--- config.mk ---
export PLATFORM = sky130hd
export DESIGN_NAME = uart_rx
export DESIGN_NICKNAME = d
export VERILOG_FILES = /design/src/rtl/uart_rx.sv
export SDC_FILE = /design/constraint.sdc
export NUM_CORES = 1
export LEC_CHECK = 0
export BUFFER_PORTS_ARGS = -buffer_cell sky130_fd_sc_hd__buf_2
export CAP_MARGIN = 20
export CELL_PAD_IN_SITES_DETAIL_PLACEMENT = 0
export CELL_PAD_IN_SITES_GLOBAL_PLACEMENT = 1
export CORE_MARGIN = 2
export CORE_UTILIZATION = 51
export DETAILED_ROUTE_END_ITERATION = 7
export PLACE_DENSITY_LB_ADDON = 0.2
export SLEW_MARGIN = 40
export SYNTH_ARGS = -nofsm -noshare
export SYNTH_HDL_FRONTEND = slang
export SYNTH_SLANG_ARGS = --single-unit
--- constraint.sdc ---
create_clock -name clk -period 3.44 [get_ports clk]
set_input_delay 0.86 -clock clk [delete_from_list [all_inputs] [get_ports clk]]
set_output_delay 0.86 -clock clk [all_outputs]
set_load 0.03 [all_outputs]
--- src/rtl/uart_rx.sv ---
// uart_rx: 8N1 UART receiver, LSB first, centre-sampled with a clk-rate baud counter.
// Ports:
//   clk       - system clock
//   rstn      - asynchronous active-low reset
//   rx        - serial line (asynchronous to clk, idle high)
//   rx_data   - last correctly framed byte, held until the next good frame
//   rx_valid  - one-cycle pulse when rx_data is updated
//   rx_busy   - high whenever the receiver is not idle
//   frame_err - one-cycle pulse when the stop bit is sampled low
module uart_rx #(
    parameter int unsigned DATA_WIDTH   = 8,
    parameter int unsigned BAUDRATE     = 9600,
    parameter int unsigned CLK_FREQ_MHZ = 125
) (
    input  logic                  clk,
    input  logic                  rstn,
    input  logic                  rx,
    output logic [DATA_WIDTH-1:0] rx_data,
    output logic                  rx_valid,
    output logic                  rx_busy,
    output logic                  frame_err
);

    localparam int unsigned BAUDRATE_COUNT = (CLK_FREQ_MHZ * 1_000_000) / BAUDRATE;
    localparam int unsigned HALF_COUNT     = BAUDRATE_COUNT / 2;
    localparam int unsigned CNT_WIDTH      = $clog2(BAUDRATE_COUNT) + 1;
    localparam int unsigned BIT_WIDTH      = $clog2(DATA_WIDTH + 1);

    typedef enum logic [1:0] {
        ST_IDLE,
        ST_START,
        ST_DATA,
        ST_STOP
    } state_t;

    state_t                  state_q, state_d;
    logic [CNT_WIDTH-1:0]    baud_cnt_q, baud_cnt_d;
    logic [BIT_WIDTH-1:0]    bit_cnt_q, bit_cnt_d;
    logic [DATA_WIDTH-1:0]   shift_q, shift_d;
    logic [DATA_WIDTH-1:0]   rx_data_q, rx_data_d;
    logic                    rx_valid_q, rx_valid_d;
    logic                    frame_err_q, frame_err_d;
    logic                    rx_busy_q, rx_busy_d;
    logic                    rx_meta_q, rx_s_q, rx_prev_q;

    logic                    baud_done_c;
    logic                    half_done_c;
    logic                    fall_c;

    // Two-flop synchronizer plus one delay stage for edge detection; all idle high.
    always_ff @(posedge clk or negedge rstn) begin
        if (!rstn) begin
            rx_meta_q <= 1'b1;
            rx_s_q    <= 1'b1;
            rx_prev_q <= 1'b1;
        end else begin
            rx_meta_q <= rx;
            rx_s_q    <= rx_meta_q;
            rx_prev_q <= rx_s_q;
        end
    end

    assign fall_c      = rx_prev_q & ~rx_s_q;
    assign baud_done_c = (baud_cnt_q == CNT_WIDTH'(BAUDRATE_COUNT - 1));
    assign half_done_c = (baud_cnt_q == CNT_WIDTH'(HALF_COUNT - 1));

    // State and output registers.
    always_ff @(posedge clk or negedge rstn) begin
        if (!rstn) begin
            state_q     <= ST_IDLE;
            baud_cnt_q  <= '0;
            bit_cnt_q   <= '0;
            shift_q     <= '0;
            rx_data_q   <= '0;
            rx_valid_q  <= 1'b0;
            frame_err_q <= 1'b0;
            rx_busy_q   <= 1'b0;
        end else begin
            state_q     <= state_d;
            baud_cnt_q  <= baud_cnt_d;
            bit_cnt_q   <= bit_cnt_d;
            shift_q     <= shift_d;
            rx_data_q   <= rx_data_d;
            rx_valid_q  <= rx_valid_d;
            frame_err_q <= frame_err_d;
            rx_busy_q   <= rx_busy_d;
        end
    end

    // Next-state and output logic.
    always_comb begin
        state_d     = state_q;
        baud_cnt_d  = baud_cnt_q;
        bit_cnt_d   = bit_cnt_q;
        shift_d     = shift_q;
        rx_data_d   = rx_data_q;
        rx_valid_d  = 1'b0;
        frame_err_d = 1'b0;

        case (state_q)
            ST_IDLE: begin
                baud_cnt_d = '0;
                bit_cnt_d  = '0;
                if (fall_c) begin
                    state_d = ST_START;
                end
            end
            ST_START: begin
                // Re-check the line at the start-bit centre; high means it was a glitch.
                if (half_done_c) begin
                    baud_cnt_d = '0;
                    state_d    = rx_s_q ? ST_IDLE : ST_DATA;
                end else begin
                    baud_cnt_d = baud_cnt_q + CNT_WIDTH'(1);
                end
            end
            ST_DATA: begin
                if (baud_done_c) begin
                    baud_cnt_d = '0;
                    shift_d    = {rx_s_q, shift_q[DATA_WIDTH-1:1]};
                    bit_cnt_d  = bit_cnt_q + BIT_WIDTH'(1);
                    if (bit_cnt_q == BIT_WIDTH'(DATA_WIDTH - 1)) begin
                        state_d = ST_STOP;
                    end
                end else begin
                    baud_cnt_d = baud_cnt_q + CNT_WIDTH'(1);
                end
            end
            ST_STOP: begin
                // Leaving at mid-stop-bit lets an immediately following start bit be caught.
                if (baud_done_c) begin
                    baud_cnt_d = '0;
                    state_d    = ST_IDLE;
                    if (rx_s_q) begin
                        rx_data_d  = shift_q;
                        rx_valid_d = 1'b1;
                    end else begin
                        frame_err_d = 1'b1;
                    end
                end else begin
                    baud_cnt_d = baud_cnt_q + CNT_WIDTH'(1);
                end
            end
            default: begin
                state_d = ST_IDLE;
            end
        endcase

        rx_busy_d = (state_d != ST_IDLE);
    end

    assign rx_data   = rx_data_q;
    assign rx_valid  = rx_valid_q;
    assign rx_busy   = rx_busy_q;
    assign frame_err = frame_err_q;

endmodule
# Word level (Yosys, flattened, before mapping)
# Cells that the tools add are included.
[totals] in_bits=3 regBits=43
[op_classes] bitwise=2 n_addsub=2 muxes=18 eq_ne=7 reduce_logical=7
[op_table] op="$pmux 15 s3" n=1
[op_table] op="$mux 15" n=2
[op_table] op="$add 15x1->15 const B" n=1
[op_table] op="$eq 15x13->1 const B" n=1
[op_table] op="$eq 15x14->1 const B" n=1
[op_table] op="$mux 2" n=6
[op_table] op="$pmux 2 s4" n=1
[op_table] op="$pmux 4 s2" n=1
[op_table] op="$mux 1" n=6
[op_table] op="$add 4x1->4 const B" n=1
[op_table] op="$eq 2x2->1 const B" n=2
[op_table] op="$eq 4x3->1 const B" n=1
[op_table] op="$mux 4" n=1
[op_table] op="$reduce_and 2->1" n=2
[op_table] op="$reduce_bool 2->1" n=2
[op_table] op="$reduce_and 3->1" n=1
[op_table] op="$eq 2x1->1 const B" n=1
[op_table] op="$logic_not 2->1" n=1
[op_table] op="$ne 2x2->1 const B" n=1
[op_table] op="$reduce_or 2->1" n=1
[op_table] op="$and 1x1->1" n=1
[op_table] op="$not 1->1" n=1

# Longest topological paths before layout
# Gate-level depths: netlist of the first run.
[depth] ltp_word=5 ltp_mapped=7 ltp_nobuf=6

# Least setup slack after synthesis of the first run
# OpenSTA, ideal clock, no wires.
[synth_timing] path_kind="register to register" start="reg baud_cnt_q[0]" end="reg rx_busy_q, in the netlist rx_busy" setup_slack_ns=1.713 t_required_ns=3.305 arrival_ns=1.592 stages_incl_launch_ff=7 path_buffers=1 synth_period_minus_slack_ns=1.727 cell_sequence="dfrtp_1 ha_1 and4b_1 nand4_2 a22oi_1 buf_6 nand4_1"
[synth_between] elab_chain_cells=4 elab_cells_between_ends=7 classes_between="eq/ne: 2; mux: 4; reduce/logical: 1"
[synth_lines] element="start: declaration" line="37" text="logic [CNT_WIDTH-1:0] baud_cnt_q, baud_cnt_d;"
[synth_lines] element="start signal: assignment" line="80" text="baud_cnt_q <= baud_cnt_d;"
[synth_lines] element="$eq 15x14->1 / $eq 15x13->1 (equally long branches)" line="64, 65"
[synth_lines] element="$mux 2, on equally long branches" line="131, 110, 118"
[synth_lines] element="$pmux 2 s4 (*)" line="100" text="case (state_q)"
[synth_lines] element="$reduce_bool 2->1 (*)" line="149" text="rx_busy_d = (state_d != ST_IDLE);"
[synth_lines] element="net rx_busy_d" line="43" text="logic rx_busy_q, rx_busy_d;"
[synth_lines] element="end signal: assignment" line="86" text="rx_busy_q <= rx_busy_d;"
[synth_lines] element="end: declaration" line="43"
# Mark *: on every way through the listed nets, which the timed path passes. The rest lies on a longest branch.
# A chain may end at the register's enable or synchronous reset.

# Worst setup path in the final report of the first run
[layout_timing] start="reg baud_cnt_q[0]" end="reg shift_q[6]"
[layout_between] elab_chain_cells=2
[layout_lines] element="$eq 15x14->1" line="64" text="assign baud_done_c = (baud_cnt_q == CNT_WIDTH'(BAUDRATE_COUNT - 1));"
[layout_lines] element="$reduce_and 2->1 (no source line)"
[layout_lines] element="end signal: assignment" line="82" text="shift_q <= shift_d;"
[layout_lines] element="end: declaration" line="39" text="logic [DATA_WIDTH-1:0] shift_q, shift_d;"
# No other way between the ends.

==> out/results.tsv, run 1 <==
metric	value	unit
die width	65.6	um
Worst R2R Start	baud_cnt_q[0]	
CTS root buf	clkbuf_8	
final wirelength	3.30	mm
Crit Path Category	flip-flop to flip-flop	
Setup crit end kind	flip-flop	
CTS buffer count	5	
count of buffers inserted at the top-level ports	13	
# DRC	0	
initial antenna violation count	0	
CTS tree	done	
vias post-DR	1217	
area grow syn2layout	10.5	%
Worst-Skew Late Latency	290	ps
reg-to-reg setup timing slack	1320	ps
post-CTS setup buffer count	0	
Buf+Inv Stages, Crit Path	0	
Final setup viols	0	
# IOs	14	
sequential fraction of the synthesis area	55.8	%
Pwr Density	513	nW/um2
Pre-antenna DRT Iters	4	
Pins Over Slew Limit	0	
Ant. Diodes	0	
Detailed Place HPWL	2.31	mm
Worst Reg2Reg Path Length in Cells	5	
gpl congestion	0.729	
number of global-route vias before repair	1269	
Max-Cap Viols	0	
worst setup path start	baud_cnt_q[0]	
Mapped Cells	157	
Hold WC Path Type	flip-flop to flip-flop	
htree depth	2	
Synth Warn #	0	
Mean Syn Cell Area	12.3	um2
Post-CTS Hold Fix Bufs	0	
ANT nets after route	0	
CTS resizes	0	
Synth Cell Area	1930	um2
Netlist cell types	40	
largest net degree at the start of global routing	44	
Worst R2R End	shift_q[6]	
die area	4300	um2
core box area	3660	um2
RSZ-0062 raised after global routing	false	
Util after Layout	58.4	%
DP Area	2020	um2
Lkg Pwr	1.04	nW
Setup crit start kind	flip-flop	
setup TNS	0	ps
Post-synth ARST share	100	%
Final Hold Vio Count	0	
Final min period	2120	ps
most frequent cells after synthesis	dfrtp_1 (40), mux2_2 (17), nor2_1 (14)	
Worst Path Arrival	2300	ps
post-route cell area	2140	um2
#FFs+latches synth	43	
Worst-Margin Slew	521	ps
top post-synthesis cells by area	dfrtp_1 (52%), mux2_2 (9.9%), xor2_1 (5.0%)	
Starting Density	52.8	%
first-pass GRT wire length	5.80	mm
run status	completed	
clk sinks	43	
Final Net Count	177	
CTS clk-pin slew, worst paths	80	ps
biggest area consumer among synthesized cells	dfrtp_1	
grt total ovfl	0	
Peak Freq	0.471	GHz
crit path max fanout	12	
ys flop type	dfrtp_1	
critical path cell sequence	ha_1, and4b_1, nand4_2, or2_1, mux2_2	
Wirelength per Cell	15.0	um
Global Route Usage Sum	17.9	%
count leader, synth	dfrtp_1	
Hold Crit Endpoint	rx_s_q	
via-per-instance ratio	5.53	
VDD IR-drop max	290	uV
clk_skew	9.27	ps
Max Root-Sink Buffers	2	
CP required	3620	ps
worst min-delay path startpoint	rx_meta_q	
Die Y	65.6	um
FILL cells	302	
part of the cycle the worst path needs	61.7	%
relative slew slack	65.3	%
DRT iter0 DRCs	44	
Post-synth EDFFs	0	
CP delay by family, top	simple AND/OR/NAND/NOR gates	
share of cells above drive strength 1	29.1	%
syn nets	163	
hold path cells	0	
worst stage delay on the critical path	490	ps
Worst path slowest cell	or2_1	
top cell type's share of synthesized area	51.7	%
site row count	22	
power breakdown:
part	switching, mW	internal, mW
clock	0.170	0.235
sequential	0.0487	0.540
combinational	0.0575	0.0454
final cells by class:
class / instances / area, um2 / area share (%)
Sequential cell: 43 / 1080 / 50.5
Tap cell: 48 / 60.1 / 2.81
Clock buffer: 6 / 82.6 / 3.86
Timing Repair Buffer: 14 / 75.1 / 3.51
Multi-Input combinational cell: 105 / 797 / 37.3
Inverter: 2 / 7.51 / 0.351
Clock inverter: 2 / 35.0 / 1.64
per-layer routing:
layer	vias to the layer above	track usage, %	share of wire, %
met5	-	0	0
met4	0	6.25	1.3
met3	5	4.79	3.1
met2	14	30.6	49
met1	611	22.0	46
li1	587	-	-
cells by family after synthesis:
group	after synthesis	share of synthesized area [%]
DFF	43	55.8
AOI/OAI and AO/OA	9	3.17
buffers and inverters	9	2.98
xor gates and xnor gates	12	5.43
muxes	18	10.4
and+or+nand+nor	63	20.2
adders and majority gates	3	1.94
through the flow:
| stage | setup slack, ps | hold WS (ps) | cells | power [mW] |
|---|---|---|---|---|
| after floorplan | 1710 | 345 | 157 | 0.669 |
| after global placement | 1410 | 350 | 212 | 0.695 |
| after detailed placement | 1320 | 349 | 212 | 0.704 |
| after CTS | 1310 | 361 | 220 | 1.10 |
| after global routing | 1170 | 362 | 220 | 1.15 |
| final | 1320 | 359 | 220 | 1.10 |
cell usage in the layout, fill, tap and decap left out, drive strengths merged, types with 4 or more instances in the layout:
| cell type | count |
|---|---|
| dfrtp | 40 |
| mux2 | 17 |
| nor2 | 15 |
| buf | 14 |
| nand3 | 11 |
| xor2 | 11 |
| nand2 | 8 |
| nand4 | 7 |
| clkbuf | 6 |
| and4 | 4 |
worst max-delay path by stage:
| stage | endpoint | cells past startpoint |
|---|---|---|
| after detailed placement | shift_q[0] | 5 |
| after CTS | shift_q[0] | 5 |
| final | shift_q[6] | 5 |
| after global placement | shift_q[0] | 5 |
| after global routing | shift_q[0] | 5 |
| after floorplan | rx_busy | 6 |
flip-flops by register name, indices dropped and copies added (netlist names), 2 cells and up:
signal	count
bit_cnt_q	4
state_q	2
shift_q	8
rx_data	8
baud_cnt_q	15
Note: power is estimated with default switching activity, not from simulation.
==> run 2, diff against run 1 <==
ABC_AREA = 1   (was unset)
CORE_UTILIZATION = 44   (was 51)
clock period = 2.1 ns   (was 3.44 ns; I/O delays follow)
==> run 2 against run 1 <==
Sequential power increased by 62%. Sequential cell count unchanged. Via count increased by 31%. Synthesized area increased by 7.4%. Clock power increased by 87%. Core utilization decreased by 5.9 points. Synthesized cell count increased by 63%. Sequential share of layout area decreased by 4.2 points. Largest power group unchanged.
==> out/results.tsv, run 2 <==
metric	value	unit	change
die area	5290	um2	was 4300 um2
#FFs+latches synth	43		unchanged
initial antenna violation count	0		unchanged
Final Net Count	280		was 177
Final min period	1720	ps	was 2120 ps
relative slew slack	66.3	%	was 65.3%
ys flop type	dfrtp_1		unchanged
# DRC	0		unchanged
met2 usage	23.3	%	was 30.6%
area grow syn2layout	12.3	%	was 10.5%
Hold WS	191	ps	was 359 ps
routing usage on met1	28.3	%	was 22.0%
Worst-Margin Slew	506	ps	was 521 ps
count leader, synth	nand2_1		was dfrtp_1
Synth Warn #	0		unchanged
most frequent cells in the layout	nand2_1 (82), dfrtp_1 (40), nor2_1 (39), nand3_1 (20), inv_1 (18)		was dfrtp_1 (40), mux2_2 (17), nor2_1 (14), buf_2 (12)
Post-Synth Adder-Cell Area	1.81	%	was 1.94%
core box area	4440	um2	was 3660 um2
Sequential cell area	1080	um2	unchanged
number of global-route vias before repair	1500		was 1269
CP required	2340	ps	was 3620 ps
Synth Cell Area	2080	um2	was 1930 um2
die width	72.7	um	was 65.6 um
mux share of post-synthesis cell area	0	%	was 10.4%
max FFs per register	15		unchanged
Worst Path Arrival	1960	ps	was 2300 ps
Pwr Density	860	nW/um2	was 513 nW/um2
CTS resizes	0		unchanged
Max-Cap Viols	0		unchanged
Mapped Cells	256		was 157
final wirelength	4.03	mm	was 3.30 mm
Detailed Place HPWL	3.05	mm	was 2.31 mm
CTS tree	done		unchanged
post-CTS setup buffer count	0		unchanged
Global Route Usage Sum	17.8	%	was 17.9%
Pins Over Slew Limit	0		unchanged
Worst-Skew Late Latency	290	ps	about the same
share of cells above drive strength 1	15.6	%	was 29.1%
via-per-instance ratio	4.87		was 5.53
Wirelength per Cell	12.3	um	was 15.0 um
Die Y	72.7	um	was 65.6 um
htree depth	2		unchanged
syn nets	262		was 163
top cell type's share of synthesized area	48.2	%	was 51.7%
largest net degree at the start of global routing	24		was 44
CTS clk-pin slew, worst paths	80	ps	about the same
Synth Area in Simple Gates	34.1	%	was 20.2%
FILL cells	449		was 302
layer with the highest usage	met1		was met2
# IOs	14		unchanged
biggest area consumer among synthesized cells	dfrtp_1		unchanged
Synth Area in Compound Gates	2.89	%	was 3.17%
Final Hold Vio Count	0		unchanged
Post-synth ARST share	100	%	unchanged
sequential fraction of the synthesis area	52.0	%	was 55.8%
commonest non-fill, non-tap cell in the layout	nand2_1		was dfrtp_1
grt total ovfl	0		unchanged
Post-synth EDFFs	0		unchanged
count of buffers inserted at the top-level ports	13		unchanged
gpl congestion	0.845		was 0.729
ANT nets after route	0		unchanged
Pre-antenna DRT Iters	4		unchanged
Hold WC Path Type	input port to async pin		was flip-flop to flip-flop
main combinational cell family by area after synthesis	simple AND/OR/NAND/NOR gates		unchanged
Global Route met3 Usage	4.28	%	was 4.79%
Top reg by flops	baud_cnt_q		unchanged
Post-CTS Hold Fix Bufs	0		unchanged
Crit Path Category	flip-flop to flip-flop		unchanged
clk sinks	43		unchanged
setup TNS	0	ps	unchanged
Max Root-Sink Buffers	2		unchanged
VDD IR-drop max	535	uV	was 290 uV
Util after Layout	52.5	%	was 58.4%
most frequent cells after synthesis	nand2_1 (82), dfrtp_1 (40), nor2_1 (39)		was dfrtp_1 (40), mux2_2 (17), nor2_1 (14)
Netlist cell types	30		was 40
clk_skew	4.43	ps	was 9.27 ps
Lkg Pwr	1.17	nW	was 1.04 nW
first-pass GRT wire length	7.15	mm	was 5.80 mm
post-synthesis xor/xnor area fraction	2.95	%	was 5.43%
Setup crit start kind	flip-flop		unchanged
top post-synthesis cells by area	dfrtp_1 (48%), nand2_1 (15%), nor2_1 (7.0%)		was dfrtp_1 (52%), mux2_2 (9.9%), xor2_1 (5.0%)
crit path max fanout	12		unchanged
vias post-DR	1591		was 1217
Setup crit end kind	flip-flop		unchanged
site row count	24		was 22
multi-input logic area	867	um2	was 797 um2
part of the cycle the worst path needs	82.1	%	was 61.7%
Mean Syn Cell Area	8.11	um2	was 12.3 um2
CTS buffer count	5		unchanged
Final setup viols	0		unchanged
Ant. Diodes	0		unchanged
Starting Density	46.7	%	was 52.8%
RSZ-0062 raised after global routing	false		unchanged
DRT iter0 DRCs	156		was 44
run status	completed		unchanged
CTS root buf	clkbuf_8		unchanged
Peak Freq	0.580	GHz	was 0.471 GHz
## run 2: kinds of logic (layout without fill, tap and decap cells)
group / Yosys count / count (layout)
AOI/OAI and AO/OA: 11 / 11
xor gates and xnor gates: 7 / 7
adders and majority gates: 3 / 3
buffers and inverters: 29 / 48
DFF: 43 / 43
and+or+nand+nor: 163 / 163
## run 2: where the power goes
group          switching (mW)  internal (mW)
Sequential             0.0704          0.887
Clock                   0.281          0.475
Combinational           0.188          0.103
## run 2: worst max-delay path, cell delays in order, from the launching register on
cell and delay, ps:
dfrtp_1 400, ha_1 270, nand3_1 100, nor2_1 150
nand3_1 320, inv_1 290, nand2_1 80, nand2_1 60
## run 2: per-layer routing
| metal | wire length (um) | vias to the layer above |
|---|---|---|
| li1 | - | 839 |
| met3 | 178 | 7 |
| met2 | 1530 | 36 |
| met5 | 0 | - |
| met4 | 59 | 0 |
| met1 | 2260 | 709 |
## run 2: worst paths after layout
path,startpoint,to,slack (ps),cells past startpoint
max,baud_cnt_q[0],shift_q[5],380,7
min,rstn,baud_cnt_q[5],190,1
max reg2reg,baud_cnt_q[0],shift_q[5],380,7
min reg2reg,rx_meta_q,rx_s_q,360,0
max in group asynchronous,rstn,rx_prev_q,1340,2
min in group clk,rx,rx_meta_q,320,1
## run 2: final cells by class
cell class | instances | share of cell area (%)
Multi-Input combinational cell | 184 | 37.2
Clock inverter | 2 | 2.58
Inverter | 26 | 4.40
Tap cell | 52 | 2.79
Sequential cell | 43 | 46.3
Timing Repair Buffer | 14 | 3.65
Clock buffer | 6 | 3.11
## run 2: metrics by stage
| stage | setup slack (ps) | instance area (um2) | total power, mW | instances |
|---|---|---|---|---|
| 2_1_floorplan | 681 | 2080 | 1.19 | 256 |
| 3_3_place_gp | 368 | 2200 | 1.27 | 319 |
| 3_5_place_dp | 383 | 2200 | 1.27 | 319 |
| 4_1_cts | 359 | 2330 | 2.03 | 327 |
| 5_1_grt | 81.2 | 2330 | 2.11 | 327 |
| 6_report | 376 | 2330 | 2.01 | 327 |
==> run 3, diff against run 2 <==
clock period = 1.77 ns   (was 2.1 ns; I/O delays follow)
==> run 3 against run 2 <==
Maximum frequency increased by 11%. Critical path depth unchanged. Die area is the same. Clock skew increased by 2.3 ps. Final area shrank 0.91%. Register-to-register slack worse by 170 ps. Final cell count is 0.92% higher.
==> out/results.tsv, run 3 (synthesis results as in run 2) <==
metric	value	unit	change
Pins Over Slew Limit	0		unchanged
Crit Path Category	flip-flop to flip-flop		unchanged
CTS resizes	0		unchanged
ANT nets after route	0		unchanged
NetSw	0.646	mW	was 0.540 mW
Ant. Diodes	0		unchanged
FILL cells	427		was 449
commonest non-fill, non-tap cell in the layout	nand2_1		unchanged
Gate power share	16.3	%	was 14.6%
Pwr Total	2.10	mW	was 2.01 mW
Worst-Margin Slew	420	ps	was 506 ps
layer with the highest usage	met1		unchanged
CP required	1960	ps	was 2340 ps
# DRC	0		unchanged
Sequential cell area	1080	um2	unchanged
Starting Density	46.7	%	unchanged
critical path cell sequence	ha_1, nand3_1, nor2_1, nand3_1, buf_4, nand2_1, nand2_1		was ha_1, nand3_1, nor2_1, nand3_1, inv_1, nand2_1, nand2_1
initial antenna violation count	0		unchanged
Setup crit start kind	flip-flop		unchanged
part of the cycle the worst path needs	88.1	%	was 82.1%
Final setup viols	0		unchanged
setup TNS	0	ps	unchanged
run status	completed		unchanged
Setup crit end kind	flip-flop		unchanged
via-per-instance ratio	4.70		was 4.87
share of cells above drive strength 1	16.9	%	was 15.6%
Global Route Usage Sum	17.0	%	was 17.8%
max FFs per register	15		unchanged
most frequent cells in the layout	nand2_1 (82), dfrtp_1 (40), nor2_1 (39), nand3_1 (20), inv_1 (18)		unchanged
die width	72.7	um	unchanged
crit path max fanout	7		was 12
clk_skew	6.77	ps	was 4.43 ps
Max-Cap Viols	0		unchanged
multi-input logic area	867	um2	unchanged
clock power share	29.6	%	was 37.7%
core box area	4440	um2	unchanged
Wirelength per Cell	12.3	um	about the same
Hold WC Path Type	input port to async pin		unchanged
VDD IR-drop max	721	uV	was 535 uV
Flop pwr share	54.1	%	was 47.7%
largest net degree at the start of global routing	28		was 24
CTS root buf	clkbuf_8		unchanged
htree depth	2		unchanged
final wirelength	4.06	mm	was 4.03 mm
site row count	24		unchanged
vias post-DR	1550		was 1591
grt total ovfl	0		unchanged
Max Root-Sink Buffers	2		unchanged
Worst-Skew Late Latency	290	ps	about the same
die area	5290	um2	unchanged
area grow syn2layout	11.3	%	was 12.3%
Post-CTS Hold Fix Bufs	0		unchanged
Pre-antenna DRT Iters	4		unchanged
DRT iter0 DRCs	86		was 156
Pwr Density	907	nW/um2	was 860 nW/um2
Global Route met3 Usage	3.73	%	was 4.28%
met2 usage	22.3	%	was 23.3%
Cell Int Power	1.45	mW	was 1.47 mW
Lkg Pwr	1.16	nW	was 1.17 nW
Final Hold Vio Count	0		unchanged
post-CTS setup buffer count	0		unchanged
Peak Freq	0.641	GHz	was 0.580 GHz
gpl congestion	0.846		was 0.845
Worst path slowest cell	dfrtp_1		unchanged
count of buffers inserted at the top-level ports	13		unchanged
Detailed Place HPWL	3.09	mm	was 3.05 mm
number of global-route vias before repair	1402		was 1500
Worst Path Arrival	1750	ps	was 1960 ps
# IOs	14		unchanged
Top reg by flops	baud_cnt_q		unchanged
CTS clk-pin slew, worst paths	90	ps	was 80 ps
Die Y	72.7	um	unchanged
first-pass GRT wire length	6.90	mm	was 7.15 mm
Final Net Count	283		was 280
CTS buffer count	5		unchanged
CTS tree	done		unchanged
clk sinks	43		unchanged
routing usage on met1	27.8	%	was 28.3%
switch share	30.8	%	was 26.9%
Final min period	1560	ps	was 1720 ps
worst stage delay on the critical path	400	ps	about the same
RSZ-0062 raised after global routing	false		unchanged
relative slew slack	72.0	%	was 66.3%
-- run 3: cell types whose count changed in the layout (fill, tap and decap cells not counted), sizes merged --
cell / previous run / this run
buf: 14 / 17
bufinv: 2 / 0
clkinvlp: 0 / 2
clkbuf: 6 / 5
clkinv: 2 / 3
-- run 3: per-layer routing --
| layer | wire length [um] | part of all wire [%] | up-vias |
|---|---|---|---|
| met2 | 1570 | 39 | 28 |
| met5 | 0 | 0 | - |
| li1 | - | - | 838 |
| met3 | 150 | 3.7 | 2 |
| met1 | 2320 | 57 | 682 |
| met4 | 15 | 0.37 | 0 |
-- run 3: metrics by stage --
step                std cells  cell area [um2]  hold WS (ps)  utilization [%]  worst slack, ps
global route              330             2310          90.0             52.0             23.2
finish                    330             2310          73.8             52.0              210
CTS                       330             2310          79.9             52.0              196
floorplan                 256             2080           147                -              351
global placement          322             2220           346             50.0              205
detailed placement        322             2220           348             50.0              200
-- run 3: power by group through the flow --
| stage | combinational [mW] | sequential [mW] | clock, mW |
|---|---|---|---|
| floorplan | 0.290 | 1.13 | 0 |
| global placement | 0.340 | 1.15 | 0 |
| detailed placement | 0.342 | 1.15 | 0 |
| CTS | 0.343 | 1.13 | 0.643 |
| global route | 0.386 | 1.15 | 0.672 |
| finish | 0.341 | 1.13 | 0.621 |
-- run 3: final timing paths --
kind / startpoint / to / slack [ps] / depth (start not counted)
max in group asynchronous: rstn / rx_s_q / 1150 / 2
hold reg to reg: rx_meta_q / rx_s_q / 360 / 0
hold / removal: rstn / baud_cnt_q[8] / 70 / 1
setup / recovery: baud_cnt_q[0] / shift_q[5] / 210 / 7
min in group clk: rx / rx_meta_q / 250 / 1
setup reg to reg: baud_cnt_q[0] / shift_q[5] / 210 / 7
-- run 3: final cells by class --
cell class | instances | share of cell area (%)
Clock buffer | 5 | 2.98
Clock inverter | 3 | 0.866
Timing Repair Buffer | 17 | 4.66
Sequential cell | 43 | 46.7
Tap cell | 52 | 2.82
Inverter | 26 | 4.44
Multi-Input combinational cell | 184 | 37.5
-- run 3: critical path, delay by kind of cell (launching register included) --
kind	cells	cell delay, ps
adders and majority gates	1	260
buffers and inverters	1	230
DFF	1	400
and+or+nand+nor	5	570
